`src/rtl/pch_unit.sv`:
```
// PC high-byte stage: PCH select, carry increment and branch page fix-up.
// Optional PCH_WRAP_FLAG_EN adds a sticky PCH wrap flag (i_wrap_clr/o_pc_wrap).
module pch_unit #(
    parameter logic [7:0] PCH_RESET = 8'h00
) (
    input  logic       i_clk,
    input  logic       i_reset_n,
    input  logic       i_pch_pch,
    input  logic       i_adh_pch,
    input  logic [7:0] i_adh,
    input  logic       i_pclc,
    input  logic       i_brfix_start,
    input  logic       i_brfix_cross,
    input  logic       i_brfix_dir,
`ifdef PCH_WRAP_FLAG_EN
    input  logic       i_wrap_clr,
    output logic       o_pc_wrap,
`endif
    output logic [7:0] o_pch,
    output logic       o_pchc,
    output logic       o_page_fix
);

    localparam logic [1:0] IDLE    = 2'd0;
    localparam logic [1:0] FIX_INC = 2'd1;
    localparam logic [1:0] FIX_DEC = 2'd2;

    logic [1:0] state_q, state_d;
    logic [7:0] pch_q, pch_d;
    logic [7:0] src;
    logic [8:0] sum;
    logic       pchc;
    logic       wrap_set;

    always_comb begin
        src      = pch_q;
        sum      = 9'd0;
        pch_d    = pch_q;
        state_d  = state_q;
        pchc     = 1'b0;
        wrap_set = 1'b0;
        unique case (state_q)
            FIX_INC: begin
                sum      = {1'b0, pch_q} + 9'd1;
                pch_d    = sum[7:0];
                pchc     = sum[8];
                wrap_set = sum[8];
                state_d  = IDLE;
            end
            FIX_DEC: begin
                pch_d    = pch_q - 8'd1;
                wrap_set = (pch_q == 8'h00);
                state_d  = IDLE;
            end
            default: begin
                // i_pch_pch wins; no select at all simply holds PCH
                if (i_pch_pch)      src = pch_q;
                else if (i_adh_pch) src = i_adh;
                sum      = {1'b0, src} + {8'b0, i_pclc};
                pch_d    = sum[7:0];
                pchc     = sum[8];
                wrap_set = sum[8];
                state_d  = IDLE;
                if (i_brfix_start && i_brfix_cross)
                    state_d = i_brfix_dir ? FIX_DEC : FIX_INC;
            end
        endcase
    end

    always_ff @(negedge i_clk or negedge i_reset_n) begin
        if (!i_reset_n) begin
            state_q <= IDLE;
            pch_q   <= PCH_RESET;
        end else begin
            state_q <= state_d;
            pch_q   <= pch_d;
        end
    end

`ifdef PCH_WRAP_FLAG_EN
    logic wrap_q, wrap_d;

    // set has priority over a same-edge clear
    always_comb begin
        wrap_d = wrap_q;
        if (i_wrap_clr) wrap_d = 1'b0;
        if (wrap_set)   wrap_d = 1'b1;
    end

    always_ff @(negedge i_clk or negedge i_reset_n) begin
        if (!i_reset_n) wrap_q <= 1'b0;
        else            wrap_q <= wrap_d;
    end

    assign o_pc_wrap = wrap_q;
`else
    logic unused_wrap;
    assign unused_wrap = wrap_set;
`endif

    assign o_pch      = pch_q;
    assign o_pchc     = pchc;
    assign o_page_fix = (state_q != IDLE);

endmodule

```
`config.mk`:
```
export PLATFORM = sky130hd
export DESIGN_NAME = pch_unit
export DESIGN_NICKNAME = d
export VERILOG_FILES = /design/src/rtl/pch_unit.sv
export SDC_FILE = /design/constraint.sdc
export NUM_CORES = 1
export LEC_CHECK = 0
export CORE_MARGIN = 5
export CORE_UTILIZATION = 49
export DETAILED_ROUTE_END_ITERATION = 8
export HOLD_SLACK_MARGIN = 0.15
export PLACE_DENSITY_LB_ADDON = 0.3
export SYNTH_ARGS = -nofsm -noshare
export SYNTH_HDL_FRONTEND = slang
export SYNTH_SLANG_ARGS = --single-unit
```
`constraint.sdc`:
```
create_clock -name i_clk -period 3.1 [get_ports i_clk]
set_input_delay 0.62 -clock i_clk [delete_from_list [all_inputs] [get_ports i_clk]]
set_output_delay 0.62 -clock i_clk [all_outputs]
set_load 0.03 [all_outputs]
```
==> results_dict.tcl, run 1 <==
set metrics [dict create \
    clockBufferDepth 2 \
    error "[ERROR DPL-0038] Utilization greater than 100%, impossible to legalize" \
    synth_area_um2 1050 \
    postSynthAreaPerCell_um2 8.11 \
    status "aborted with a tool error" \
    grt_max_degree 16 \
    placedCellCount 205 \
    ys_warn_count 0 \
    syn-num-nets 153 \
    synth_top_area_frac 0.237 \
    num_rows 16 \
    io_buffers 25 \
    stop_stage "5_1_grt" \
    htreeDepth 1 \
    die_w_um 56.4 \
    cts-root-buf "clkbuf_4" \
    dpl.hpwl_um 2610 \
    seq_area_frac_synth 0.237 \
    cts_buffers 3 \
    ios 26 \
    synth_area_leaders "dfrtn_1, ha_1, mux2i_1" \
    die_h_um 56.4 \
    clock-sinks 10 \
    synth_cell_types 35 \
    postGrtWorstEndpoint "o_pchc" \
    synth_largest_area_cell "dfrtn_1" \
    synthesis.instances 130 \
    place_congestion 0.875 \
    start_util 0.527 \
    post-place-ws_ns -1.04 \
    worstEpCategory "top-level output" \
    place_area_um2 1570 \
    ys_ff_latch 10 \
    postCtsHoldBufs 0 \
]
## cell families after synthesis
family	count (synthesis)	share of synthesized area
and+or+nand+nor	50	0.266
AOI/OAI and AO/OA	26	0.165
xor gates and xnor gates	10	0.0830
buffers and inverters	18	0.0795
adders and majority gates	7	0.0830
DFF	10	0.237
muxes	9	0.0866
## stage by stage
| step | util | TNS (ns) |
|---|---|---|
| 2_1_floorplan | - | -3.68 |
| 3_5_place_dp | 0.782 | -7.81 |
| 4_1_cts | 0.932 | -3.55 |
| 3_3_place_gp | 0.782 | -7.17 |
## synthesized netlist by cell type, drive strengths merged
| cell | number |
|---|---|
| nand4 | 2 |
| and4b | 1 |
| a221oi | 3 |
| and3 | 5 |
| ha | 7 |
| a21oi | 4 |
| dfrtn | 10 |
| o221ai | 2 |
| nand2b | 2 |
| nor4 | 1 |
| mux2i | 8 |
| nor3b | 2 |
| inv | 8 |
| or4 | 1 |
| a31oi | 2 |
| nor2 | 5 |
| o311ai | 1 |
| mux2 | 1 |
| and2b | 1 |
| xnor2 | 6 |
| buf | 6 |
| nor4b | 1 |
| o21ai | 9 |
| clkbuf | 4 |
| xor2 | 4 |
| nor3 | 6 |
| a22oi | 1 |
| o22ai | 1 |
| a311o | 1 |
| nand3 | 10 |
| nand2 | 13 |
| a221o | 2 |
## what timing repair did
item | CTS
cloned | 0
pin swaps | 10
resized for setup | 58
setup endpoints to repair | 18
setup buffers | 11
==> inputs of run 2 (changes only) <==
==> config.mk (replaced) <==
export PLATFORM = sky130hd
export DESIGN_NAME = pch_unit
export DESIGN_NICKNAME = d
export VERILOG_FILES = /design/src/rtl/pch_unit.sv
export SDC_FILE = /design/constraint.sdc
export NUM_CORES = 1
export LEC_CHECK = 0
export CORE_AREA = 5 5 66 68
export DETAILED_ROUTE_END_ITERATION = 8
export DIE_AREA = 0 0 71 73
export PLACE_DENSITY_LB_ADDON = 0.15
export SYNTH_ARGS = -nofsm -noshare
export SYNTH_HDL_FRONTEND = slang
export SYNTH_SLANG_ARGS = --single-unit
==> run 2 against run 1 <==
The flow now finishes, with violations (negative setup slack). Synthesized cell count unchanged. Area after synthesis unchanged.
==> results_dict.tcl, run 2 <==
set metrics [dict create \
    grt_pass1_vias 1257 \
    synth-adder-area-share 0.0830 \
    synth_compound_area_frac 0.165 \
    drt_iter0_markers 58 \
    place_congestion 0.824 \
    dieArea_um2 5180 \
    remaining_drc_errors 0 \
    ys_ff_latch 10 \
    synth_xor_area_frac 0.0830 \
    critPathCaptureType "primary output" \
    dpl.hpwl_um 2610 \
    synthesis.instances 130 \
    synth_top_family_by_area "simple AND/OR/NAND/NOR gates" \
    vias_per_cell 5.01 \
    ff2ff_setup_slack_ns 1.12 \
    fin_worst_skew_ns 0.00322 \
    synthArstFlopShare 1.00 \
    post-place-ws_ns -0.989 \
    coreArea_um2 3800 \
    tritoncts "done" \
    finalPower_w 0.00127 \
    seq_area_frac_synth 0.237 \
    cts_buffers 3 \
    final_nets 221 \
    netlist_top_cells_count "nand2_1, dfrtn_1, nand3_1, o21ai_0" \
    cts-root-buf "clkbuf_8" \
    grt_pass1_wl_um 5960 \
    firstDrtPassIters 4 \
    diodes 0 \
    rsz0062_at_grt "yes" \
    grt_max_degree 19 \
    finalHoldViolCount 0 \
    synth_area_um2 1050 \
    slew_headroom 0.735 \
    io_buffers 25 \
    start_util 0.278 \
    post-route-cell-area_um2 1960 \
    final_common_cell "buf_4" \
    clkLatencyLatePin_ns 0.26 \
    worstMarginPinSlew_ns 0.397 \
    critPathLaunchType "register" \
    synth_top_area_frac 0.237 \
    via_count 1233 \
    tns_ns -3.12 \
    num_rows 23 \
    largest_register_ff_count 8 \
    n_fill_cell 348 \
    drtAntennaViolNets 0 \
    synth_largest_area_cell "dfrtn_1" \
    antenna_found_initial 0 \
    p_leak_nw 0.873 \
    ys_warn_count 0 \
    syn-num-nets 153 \
    die_h_um 73 \
    r2r_cells 6 \
    worstPathArrival_ns 3.25 \
    routedWlPerCell_um 14.8 \
    yosysMostFrequentCell "nand2_1" \
    maxCapViolations 0 \
    failed_checks "negative setup slack" \
    drv_slew 0 \
    r2r-end "o_pch[7]$_DFF_NN0_" \
    areaGrowthSynthToFinish_pct 86.0 \
    ios 26 \
    synth_edf_count 0 \
    synth_cell_types 35 \
    place_area_um2 1580 \
    grtUsageTotal 0.148 \
    die_w_um 71 \
    final_cell_mix "buf_4, buf_6, dfrtn_1" \
    whs_ns 0.699 \
    synthMuxAreaShare 0.0866 \
    yosys.area_share.simple 0.266 \
    crit_end "o_pchc" \
    postSynthAreaPerCell_um2 8.11 \
    vdd_drop_max_mv 0.291 \
    holdCritPathClass "reg2reg" \
    status "finished, violations left" \
    synth-main-ff-cell "dfrtn_1" \
    crit_fanout 2 \
    clkSlewWorstSetupHoldPaths_ns 0.04 \
    clockBufferDepth 2 \
    crit_start "o_pch[0]$_DFF_NN0_" \
    r2r-start "o_pch[3]$_DFF_NN0_" \
    crit_required_ns 2.48 \
    crit_type "reg2out" \
    clock-sinks 10 \
    postCtsHoldBufs 0 \
    drt-total-wl_um 3650 \
    htreeDepth 1 \
    overflow 0 \
    drive_gt1_frac 0.500 \
    setup_viol 15 \
    powerDensity_nw_per_um2 650 \
    setup_ws_ns -0.770 \
    synth_area_leaders "dfrtn_1, ha_1, mux2i_1" \
]
## run 2: cell counts after synthesis
No cell type changed its count.
## run 2: stage by stage
step                       util  instances
after floorplan               -        130
after global placement    0.416        226
after detailed placement  0.416        226
after CTS                 0.479        238
after global routing      0.516        246
final                     0.516        246
## run 2: what timing repair did
| item | 4_1_cts | 5_1_grt |
|---|---|---|
| pin swaps | 13 | 8 |
| endpoints found under the setup margin | 18 | 17 |
| cloned | 0 | 0 |
| gates resized for setup | 51 | 19 |
| hold endpoints to repair | 0 | 0 |
| setup buffers | 10 | 8 |
## run 2: how the worst min path moves through the flow
stage / from / to / slack, ns / cells past startpoint
global route: o_pch[0]$_DFF_NN0_ / o_pch[0]$_DFF_NN0_ / 0.74 / 3
detailed placement: o_pch[2]$_DFF_NN0_ / o_pch[2]$_DFF_NN0_ / 0.66 / 4
finish: o_pch[0]$_DFF_NN0_ / o_pch[0]$_DFF_NN0_ / 0.70 / 3
floorplan: o_pch[0]$_DFF_NN0_ / o_pch[0]$_DFF_NN0_ / 0.72 / 2
global placement: o_pch[4]$_DFF_NN0_ / o_pch[4]$_DFF_NN0_ / 0.66 / 4
CTS: o_pch[2]$_DFF_NN0_ / o_pch[2]$_DFF_NN0_ / 0.68 / 4
## run 2: cell families after synthesis
| logic type | Yosys count |
|---|---|
| AO/OA/AOI/OAI | 26 |
| XOR/XNOR | 10 |
| adder cells (fa/ha/maj) | 7 |
| buffers and inverters | 18 |
| flip-flops | 10 |
| multiplexers | 9 |
| AND/OR/NAND/NOR | 50 |
## run 2: final cells by class
class	count	area (µm²)	area share
Clock buffer	3	41.3	0.0210
Inverter	8	30.0	0.0153
Multi-Input combinational cell	102	896	0.457
Sequential cell	10	250	0.128
Tap cell	50	62.6	0.0319
Timing Repair Buffer	73	682	0.348
## run 2: where the power goes
group	internal (W)	switching [W]	total [W]
Combinational	0.000472	0.000442	0.000914
Sequential	0.000175	0.0000437	0.000219
Clock	0.0000856	0.0000563	0.000142
Total	0.000733	0.000542	0.00127
## run 2: per-layer routing
layer,track usage,part of all wire
met2,0.268,0.51
met5,0,0
met1,0.173,0.43
met4,0.0501,0.016
met3,0.0344,0.042
## run 2: worst max-delay path, cell delays in order (launching register included)
cell	delay, ns
dfrtn_1	0.42
inv_2	0.06
o21ai_2	0.14
ha_4	0.17
ha_4	0.12
nor4b_4	0.22
nand2_2	0.10
o21ai_4	0.07
buf_6	0.14
No activity file was read; power rests on OpenSTA's default activity.
